<file path="src/rtl/sevenseg_pkg.sv">
// Shared definitions for the seven-segment scan controller.
//   scan_state_t : GUARD (all dark between digits) / SHOW (one digit lit)
//   SEG_OFF      : active-low segment pattern with every segment dark
//   cnt_width()  : bit width of a counter that runs 0..max_count-1
package sevenseg_pkg;

    typedef enum logic {
        GUARD = 1'b0,
        SHOW  = 1'b1
    } scan_state_t;

    localparam logic [6:0] SEG_OFF = 7'h7F;

    function automatic int cnt_width(input int max_count);
        return (max_count > 1) ? $clog2(max_count) : 1;
    endfunction

endpackage

</file>
<file path="src/rtl/sevenseg_scan_ctrl_decoder.sv">
// Hex nibble to active-low seven-segment pattern.
//   hex_i   : nibble to display
//   seg_n_o : active-low segments {g,f,e,d,c,b,a}
module sevenseg_scan_ctrl_decoder (
    input  logic [3:0] hex_i,
    output logic [6:0] seg_n_o
);

    always_comb begin
        seg_n_o = 7'h7F;
        case (hex_i)
            4'h0: seg_n_o = 7'b1000000;
            4'h1: seg_n_o = 7'b1111001;
            4'h2: seg_n_o = 7'b0100100;
            4'h3: seg_n_o = 7'b0110000;
            4'h4: seg_n_o = 7'b0011001;
            4'h5: seg_n_o = 7'b0010010;
            4'h6: seg_n_o = 7'b0000010;
            4'h7: seg_n_o = 7'b1111000;
            4'h8: seg_n_o = 7'b0000000;
            4'h9: seg_n_o = 7'b0010000;
            4'hA: seg_n_o = 7'b0001000;
            4'hB: seg_n_o = 7'b0000011;
            4'hC: seg_n_o = 7'b1000110;
            4'hD: seg_n_o = 7'b0100001;
            4'hE: seg_n_o = 7'b0000110;
            4'hF: seg_n_o = 7'b0001110;
            default: seg_n_o = 7'h7F;
        endcase
    end

endmodule

</file>
<file path="src/rtl/sevenseg_scan_ctrl.sv">
// Time-multiplexed driver for an NDIGITS common-segment hex display.
// Each digit is lit for REFRESH_DIV clocks, followed by BLANK_CYCLES clocks
// of all-dark guard to suppress ghosting. A loaded value is held pending and
// only copied into the displayed (shadow) value at the frame boundary.
//   clock, reset : system clock; asynchronous active-high reset
//   value        : nibble i drives digit i
//   load / ready : capture request / no update pending
//   blank_mask   : live per-digit blanking
//   anode_n      : active-low digit strobes
//   segments_n   : active-low segments {g,f,e,d,c,b,a}
//   frame_tick   : pulse on the first lit cycle of digit 0
//
// state | meaning
// ------+-----------------------------------------------------------
// GUARD | all digits dark; counts BLANK_CYCLES then advances digit
// SHOW  | anode_n[digit] low, segments decoded; counts REFRESH_DIV
module sevenseg_scan_ctrl
    import sevenseg_pkg::*;
#(
    parameter int NDIGITS      = 4,
    parameter int REFRESH_DIV  = 50000,
    parameter int BLANK_CYCLES = 500
) (
    input  logic                   clock,
    input  logic                   reset,
    input  logic [4*NDIGITS-1:0]   value,
    input  logic                   load,
    output logic                   ready,
    input  logic [NDIGITS-1:0]     blank_mask,
    output logic [NDIGITS-1:0]     anode_n,
    output logic [6:0]             segments_n,
    output logic                   frame_tick
);

    localparam int CW = cnt_width((REFRESH_DIV > BLANK_CYCLES) ? REFRESH_DIV : BLANK_CYCLES);
    localparam int DW = $clog2(NDIGITS);

    localparam logic [CW-1:0] SHOW_LAST  = CW'(REFRESH_DIV - 1);
    localparam logic [CW-1:0] GUARD_LAST = CW'(BLANK_CYCLES - 1);
    localparam logic [DW-1:0] DIGIT_LAST = DW'(NDIGITS - 1);

    scan_state_t                  state_q, state_d;
    logic [DW-1:0]                digit_q, digit_d;
    logic [CW-1:0]                count_q, count_d;
    logic [NDIGITS-1:0][3:0]      shadow_q, shadow_d;
    logic [NDIGITS-1:0][3:0]      pend_val_q, pend_val_d;
    logic                         pend_q, pend_d;

    logic                         boundary;
    logic                         lit;
    logic [6:0]                   dec_seg;

    always_ff @(posedge clock or posedge reset) begin
        if (reset) begin
            state_q    <= GUARD;
            digit_q    <= DIGIT_LAST;
            count_q    <= '0;
            shadow_q   <= '0;
            pend_val_q <= '0;
            pend_q     <= 1'b0;
        end else begin
            state_q    <= state_d;
            digit_q    <= digit_d;
            count_q    <= count_d;
            shadow_q   <= shadow_d;
            pend_val_q <= pend_val_d;
            pend_q     <= pend_d;
        end
    end

    always_comb begin
        state_d    = state_q;
        digit_d    = digit_q;
        count_d    = count_q;
        shadow_d   = shadow_q;
        pend_val_d = pend_val_q;
        pend_d     = pend_q;
        boundary   = 1'b0;

        case (state_q)
            SHOW: begin
                if (count_q == SHOW_LAST) begin
                    state_d = GUARD;
                    count_d = '0;
                end else begin
                    count_d = count_q + CW'(1);
                end
            end
            GUARD: begin
                if (count_q == GUARD_LAST) begin
                    state_d = SHOW;
                    count_d = '0;
                    if (digit_q == DIGIT_LAST) begin
                        digit_d  = '0;
                        boundary = 1'b1;
                    end else begin
                        digit_d = digit_q + DW'(1);
                    end
                end else begin
                    count_d = count_q + CW'(1);
                end
            end
            default: state_d = GUARD;
        endcase

        // Commit and capture are mutually exclusive: commit needs pend_q=1,
        // capture needs pend_q=0. A load landing on the boundary therefore
        // waits for the next frame.
        if (boundary && pend_q) begin
            shadow_d = pend_val_q;
            pend_d   = 1'b0;
        end
        if (load && !pend_q) begin
            pend_val_d = value;
            pend_d     = 1'b1;
        end
    end

    sevenseg_scan_ctrl_decoder u_dec (
        .hex_i   (shadow_q[digit_q]),
        .seg_n_o (dec_seg)
    );

    always_comb begin
        lit        = (state_q == SHOW) && !blank_mask[digit_q];
        anode_n    = '1;
        if (lit) begin
            anode_n[digit_q] = 1'b0;
        end
        segments_n = lit ? dec_seg : SEG_OFF;
        ready      = !pend_q;
        // Tick marks slot timing, so it is not suppressed by blanking.
        frame_tick = (state_q == SHOW) && (digit_q == '0) && (count_q == '0);
    end

endmodule
</file>
<file path="config.mk">
export PLATFORM = sky130hd
export DESIGN_NAME = sevenseg_scan_ctrl
export DESIGN_NICKNAME = d
export VERILOG_FILES = /design/src/rtl/sevenseg_pkg.sv /design/src/rtl/sevenseg_scan_ctrl_decoder.sv /design/src/rtl/sevenseg_scan_ctrl.sv
export SDC_FILE = /design/constraint.sdc
export NUM_CORES = 1
export LEC_CHECK = 0
export ABC_AREA = 1
export BUFFER_PORTS_ARGS = -buffer_cell sky130_fd_sc_hd__buf_4
export CAP_MARGIN = 10
export CORE_MARGIN = 5
export CORE_UTILIZATION = 35
export CTS_CLUSTER_DIAMETER = 60
export DETAILED_ROUTE_END_ITERATION = 8
export HOLD_SLACK_MARGIN = 0.1
export PLACE_DENSITY_LB_ADDON = 0.05
export SETUP_SLACK_MARGIN = 0.02
export SLEW_MARGIN = 10
export SYNTH_ARGS = -nofsm -noshare
export SYNTH_HDL_FRONTEND = slang
export SYNTH_HIERARCHICAL = 1
export SYNTH_SLANG_ARGS = --single-unit
</file>
<file path="constraint.sdc">
create_clock -name clock -period 5.2 [get_ports clock]
set_clock_uncertainty 0.05 [all_clocks]
set_input_delay 1.04 -clock clock [delete_from_list [all_inputs] [get_ports clock]]
set_output_delay 1.04 -clock clock [all_outputs]
set_load 0.02 [all_outputs]
</file>
**Yosys cells after proc, flatten, opt, wreduce, memory -nomap -nowiden**

Memory sizes are Yosys's and may differ from the RTL's.
Cells that the tools add are included.

- Bits in read-only memories: 112
- Bits in registers: 52
- Input bits: 23
- Output and inout bits: 13
- Memories: 1

- Add/subtract/negate cells: 2
- Bitwise operators: 2
- Reduce and logical (&&, ||, !) cells: 12
- Mux-type cells: 20
- Order comparisons: 2
- Equal/unequal tests: 3

Memory list:

| name | words | bits a word | rd ports | clocked after Yosys merged registers in | write ports | RTL line | RTL |
|---|---|---|---|---|---|---|---|
| (name not given) | 16 | 7 | 1 | 0 | 0 | sevenseg_scan_ctrl_decoder.sv:11 | `case (hex_i)` |

Operator list:

| kind | count |
|---|---|
| 16-bit 2-to-1 mux | 2 |
| 16-bit one-hot mux with 2 select lines | 1 |
| 16-bit by 1-bit adder with 16-bit output, second input constant | 1 |
| 16-bit equality test, second input constant | 1 |
| 16-bit by 9-bit equality test with 1-bit output, second input constant | 1 |
| 16-bit zero test | 1 |
| 1-bit 2-to-1 mux | 9 |
| 4-bit binary-select mux with 2-bit select | 1 |
| 4-bit 2-to-1 mux | 2 |
| 7-bit 2-to-1 mux | 1 |
| 1-bit logical AND | 6 |
| 4-bit inverter | 1 |
| 2-bit by 3-bit < comparator with 1-bit output, second input constant | 1 |
| 2-bit by 1-bit adder with 2-bit output, second input constant | 1 |
| 1-bit binary-select mux with 2-bit select | 1 |
| 1-bit demux with 2-bit select | 1 |
| 2-bit equality test, second input constant | 1 |
| 2-bit by 1-bit >= comparator with 1-bit output, second input constant | 1 |
| 1-bit zero test | 2 |
| 2-bit zero test | 1 |
| 2-bit 2-to-1 mux | 1 |
| 1-bit one-hot mux with 2 select lines | 1 |
| 2-bit AND reduction | 1 |
| 2-bit nonzero test | 1 |
| 1-bit inverter | 1 |

**Depth between registers and ports, before layout**

- Depth in word-level cells: 7
- Gate-level depth with buffers: 12
- Depth with buffers taken out: 11

**Modules after synthesis**

The synthesis kept the hierarchy.

By module, submodules not included:

| module | instances | area each (um^2) | cells each |
|---|---|---|---|
| sevenseg_scan_ctrl | 1 | 2743.9 | 323 |
| sevenseg_scan_ctrl_decoder | 1 | 274.0 | 49 |

**Worst setup path after synthesis**

Ideal clock, no wire load.

- Path type: register to output
- Start point: register digit_q[0]
- End point: output port segments_n[3]
- Slack: 2062 ps
- Arrival time: 2048 ps
- Required time: 4110 ps
- Cell stages (with the launch flop): 11
- Cell sequence: dfstp_2 > clkbuf_1 > o21ai_0 > o22ai_1 > inv_1 > ha_1 > nand2_1 > nand3_1 > nand2_1 > inv_1 > nand2_1

RTL lines:

| what | RTL line | RTL |
|---|---|---|
| start: declaration | sevenseg_scan_ctrl.sv:43 | `logic [DW-1:0] digit_q, digit_d;` |
| start signal: assignment | sevenseg_scan_ctrl.sv:63 | `digit_q <= digit_d;` |
| 4-bit binary-select mux with 2-bit select | sevenseg_scan_ctrl.sv:120 | `.hex_i (shadow_q[digit_q]),` |
| 4-bit 2-to-1 mux (implied by the code) | sevenseg_scan_ctrl.sv:120 |  |
| memory read 16 x 7 bit | -- |  |
| named net dec_seg[3] | sevenseg_scan_ctrl.sv:51 | `logic [6:0] dec_seg;` |
| 7-bit 2-to-1 mux | sevenseg_scan_ctrl.sv:130 | `segments_n = lit ? dec_seg : SEG_OFF;` |
| end: declaration | sevenseg_scan_ctrl.sv:31 | `output logic [6:0] segments_n,` |

The timed path passes the listed nets, and every way through them passes these cells. The select of a mux whose other input is x is not followed.

**Final worst setup path**

Ends and elaborated chain as after synthesis.

==> metrics list <==
* Maximum ir drop on the vdd rail: 107.1 uV
- Routed Wire Length: 6611 microns
* Min-Delay Path Class: flip-flop to flip-flop
- For this run, the total global-route usage over all layers was measured as 0.1329.
* Sw power: 0.0001656 W
- Input and output buffers added on the ports amount to 35.
- RR Startpoint: digit_q[0]
- After clock tree synthesis, the clock-pin slew on the worst setup and hold paths is 100 ps.
- Crit. End Element: output port
- For this run, the slowest stage of the critical path takes 680 ps.
* Final-report max-slew violation count: 0
- The signal on the critical path passes through inv_1 -> o21ai_0 -> o22ai_1 -> inv_1 -> nand2_1 -> nand2_1 -> nand2_1 -> nand2_1 -> inv_1 -> nand2_1 -> buf_4.
- Area enclosed by the die boundary: 10580 sq um
* Launch point of the worst path: digit_q[0]
* Cells resized by post-CTS repair: 0
- The share of total power dissipated in combinational logic is 0.044.
- Before antenna repair, the detailed router went through 4 iterations.
- The initial antenna violation count was 0.
* Most frequent cell after synthesis: sky130_fd_sc_hd__nand2_1
* Post-CTS setup-driven buffer insertion count: 0
* Final antenna diode count: 0
* P_int: 0.0005330 W
* Outcome: completed
- Die width: 102.9 microns
- In the final timing run, aggregate negative setup slack is 0 ps.
* Synthesized netlist cell count: 372
- Via count: 2378
- Count of final setup violators: 0
- Across the run, the number of max-cap violations was 0.
- The synthesized design spends more area on one cell type than any other, namely sky130_fd_sc_hd__dfrtp_1.
- Congestion Overflow GR: 0
* Chip Height: 102.9 microns
- Total I/O pin count: 36
* Leakage dissipation: 1.686 nW
- Level count of the clock H-tree: 2
* R2R cell count: 6
- Number of flops mapped to enable cells by yosys: 0
- Switching power as a share of total power: 0.2370
- After the last flow step, the layout net total stands at 439.
- At the end of routability-driven placement, the weighted congestion stood at 0.8232.
- Area growth syn-to-layout: 13.43%
- Counting the buffers created by CTS gives 5.
- The share of total power dissipated in the clock network is 0.352.
- The clock period could shrink to 3775 ps.
- Residual DRC: 0
- The worst setup path is launched from a flip-flop.
- Distinct cells, synth: 29
- Ranked by instance count, the synthesized netlist is headed by sky130_fd_sc_hd__nand2_1 (101), sky130_fd_sc_hd__nor2_1 (51), sky130_fd_sc_hd__dfrtp_1 (50).
- The clock passes through at most 2 buffers.
- CP max stage cell: sky130_fd_sc_hd__o22ai_1
- Setup repair after global routing left no endpoint under its margin.
- Post-synth top area share: 0.4146
- Terminus of the critical flop-to-flop path: shadow_q[14]
* Final Core Density: 0.4125
- The detail route stage leaves a number of antenna-violating nets equal to 0.
- For the worst-skew pair, the clock arrives at the later sink with an insertion delay of 310 ps.
- Data arrival, critical path: 2680 ps
* Vias per inst: 4.672
* Final HPWL DP: 4913 microns
- Of all nets on the critical path, the largest fanout is 14.
* Worst path top cell family by delay: compound AO/OA/AOI/OAI gates
- In this run, the number of DRC markers left after iteration 0 of detailed routing was 120.
* Total Power: 0.0006985 W
- In the synthesized netlist the async set-or-reset flop fraction comes to 1.000.
- Worst relative slew slack: 0.4108
* Actual transition at the worst max-transition pin: 883.8 ps
- The first global-routing pass estimated 11210 microns of wire.
* Fraction of the cycle the final worst path needs: 0.7260
- TritonCTS built the clock tree.
- Number of flip-flops and latches in the synthesized netlist: 52
- The cell area that synthesis handed to floorplanning was 3018 sq um.
- Sorting the synthesized cells by area gives the leading types as sky130_fd_sc_hd__dfrtp_1 (41%), sky130_fd_sc_hd__nand2_1 (13%), sky130_fd_sc_hd__nor2_1 (6.3%), sky130_fd_sc_hd__mux2_2 (6.0%), sky130_fd_sc_hd__ha_1 (5.4%).
- Std-Cell Rows: 33
- The share of total power dissipated in sequential elements is 0.603.
* Filler cell count in the final layout: 862
- Crit path depth: 11
- The region available for standard cell placement spans 8299 sq um.
* End of the critical path: segments_n[3]
- Setup slack on the worst reg-to-reg path comes out at 3180 ps.
* Hold bufs inserted after CTS: 0
- Dividing the detail-routed wire length by the instance count gives 12.99 microns.
- The critical path contains buffers and inverters numbering 4 combined.
- Data required time at the worst endpoint: 4110 ps
- The final hold violation count was 0.
* Starting Density: 0.3636
* Sequential cell area fraction in the yosys report: 0.4320
- Number of global-route vias before repair: 2191
- Number of warnings printed during yosys synthesis: 6
* Proportion of layout cells with a drive suffix above 1: 0.1955
* Dominant register cell in the synthesized netlist: sky130_fd_sc_hd__dfrtp_1
* Clock root buffer master: sky130_fd_sc_hd__clkbuf_8
- Synthesis produced a netlist with a net count of 408.
- A synthesized cell averages 8.113 sq um.
* CP Class: flip-flop to output port
* Power per cell area: 204.1 nW/um^2
- The cell that appears most often on the critical path is sky130_fd_sc_hd__nand2_1.
* Number of clock sinks: 52
* Maximum number of pins on one net before global-route repair: 53
- For this run, the top clock speed supported by timing is 264.9 MHz.
layout make-up:
cell class	count	area [sq um]	share of cell area
clock buffers	5	68.82	0.02010
well taps	105	131.4	0.03838
flip-flops and latches	52	1304	0.3808
clock inverters	3	26.28	0.007675
inverters	39	146.4	0.04276
multi-input cells	269	1476	0.4313
repair buffers	36	270.3	0.07895
kinds of logic after synthesis:
group                    synth area share
AND/OR/NAND/NOR                    0.3051
flip-flops                         0.4320
buffers and inverters             0.07877
AO/OA/AOI/OAI                     0.03855
multiplexers                      0.05970
adder cells (fa/ha/maj)           0.05390
XOR/XNOR                          0.03192
worst min path at each step:
| stage | start | to | slack (ps) | cells after the start |
|---|---|---|---|---|
| 6_report | count_q[0] | count_q[0] | 440 | 1 |
| 5_1_grt | shadow_q[6] | shadow_q[6] | 460 | 2 |
| 3_5_place_dp | shadow_q[6] | shadow_q[6] | 420 | 2 |
| 3_3_place_gp | shadow_q[11] | shadow_q[11] | 420 | 2 |
| 4_1_cts | shadow_q[6] | shadow_q[6] | 440 | 2 |
| 2_1_floorplan | shadow_q[11] | shadow_q[11] | 390 | 2 |
worst register-to-register path: stages (launching register included):
cell and delay [ps]:
sky130_fd_sc_hd__dfstp_2 670, sky130_fd_sc_hd__ha_1 290, sky130_fd_sc_hd__nand2_1 80, sky130_fd_sc_hd__clkinv_1 290
sky130_fd_sc_hd__nand4_4 310, sky130_fd_sc_hd__nand2_1 160, sky130_fd_sc_hd__nand2_1 60
metal layers:
layer / part of all wire / vias to the layer above / track usage
met5: 0 / - / 0
met4: 0.010 / 0 / 0.03586
met3: 0.049 / 6 / 0.02368
met2: 0.37 / 50 / 0.1678
met1: 0.57 / 1063 / 0.2243
li1: - / 1259 / -
per-stage QoR:
| stage | instance area (sq um) | hold WS (ps) | std cells | setup WS, ps |
|---|---|---|---|---|
| floorplan | 3018 | 394.2 | 372 | 2062 |
| global placement | 3328 | 423.4 | 501 | 1802 |
| detailed placement | 3328 | 417.9 | 501 | 1787 |
| CTS | 3423 | 444.0 | 509 | 1437 |
| global route | 3423 | 463.2 | 509 | 1028 |
| finish | 3423 | 440.8 | 509 | 1425 |
state kept, by name, indices dropped and copies added (netlist names):
name	flops
pend_val_q	16
state_q	1
digit_q	2
shadow_q	16
count_q	16
pend_q	1
layout by cell type, fill, tap and decap left out, drive strengths merged:
master	netlist	layout
a21oi	3	3
buf	10	36
clkbuf	2	5
clkinv	1	2
dfrtp	50	50
dfstp	2	2
ha	13	13
inv	38	40
mux2	16	16
nand2	103	103
nand3	24	24
nand4	19	19
nor2	58	58
nor3	4	4
o21a	1	1
o21ai	13	13
o22ai	4	4
xnor2	5	5
xor2	6	6
power by group through the flow:
stage	registers, W	logic (W)	clock network, W
finish	0.000421	0.0000310	0.000246
global route	0.000423	0.0000350	0.000273
CTS	0.000421	0.0000321	0.000258
detailed placement	0.000430	0.0000319	0
global placement	0.000429	0.0000321	0
floorplan	0.000426	0.0000157	0
No activity file was read; power rests on OpenSTA's default activity.
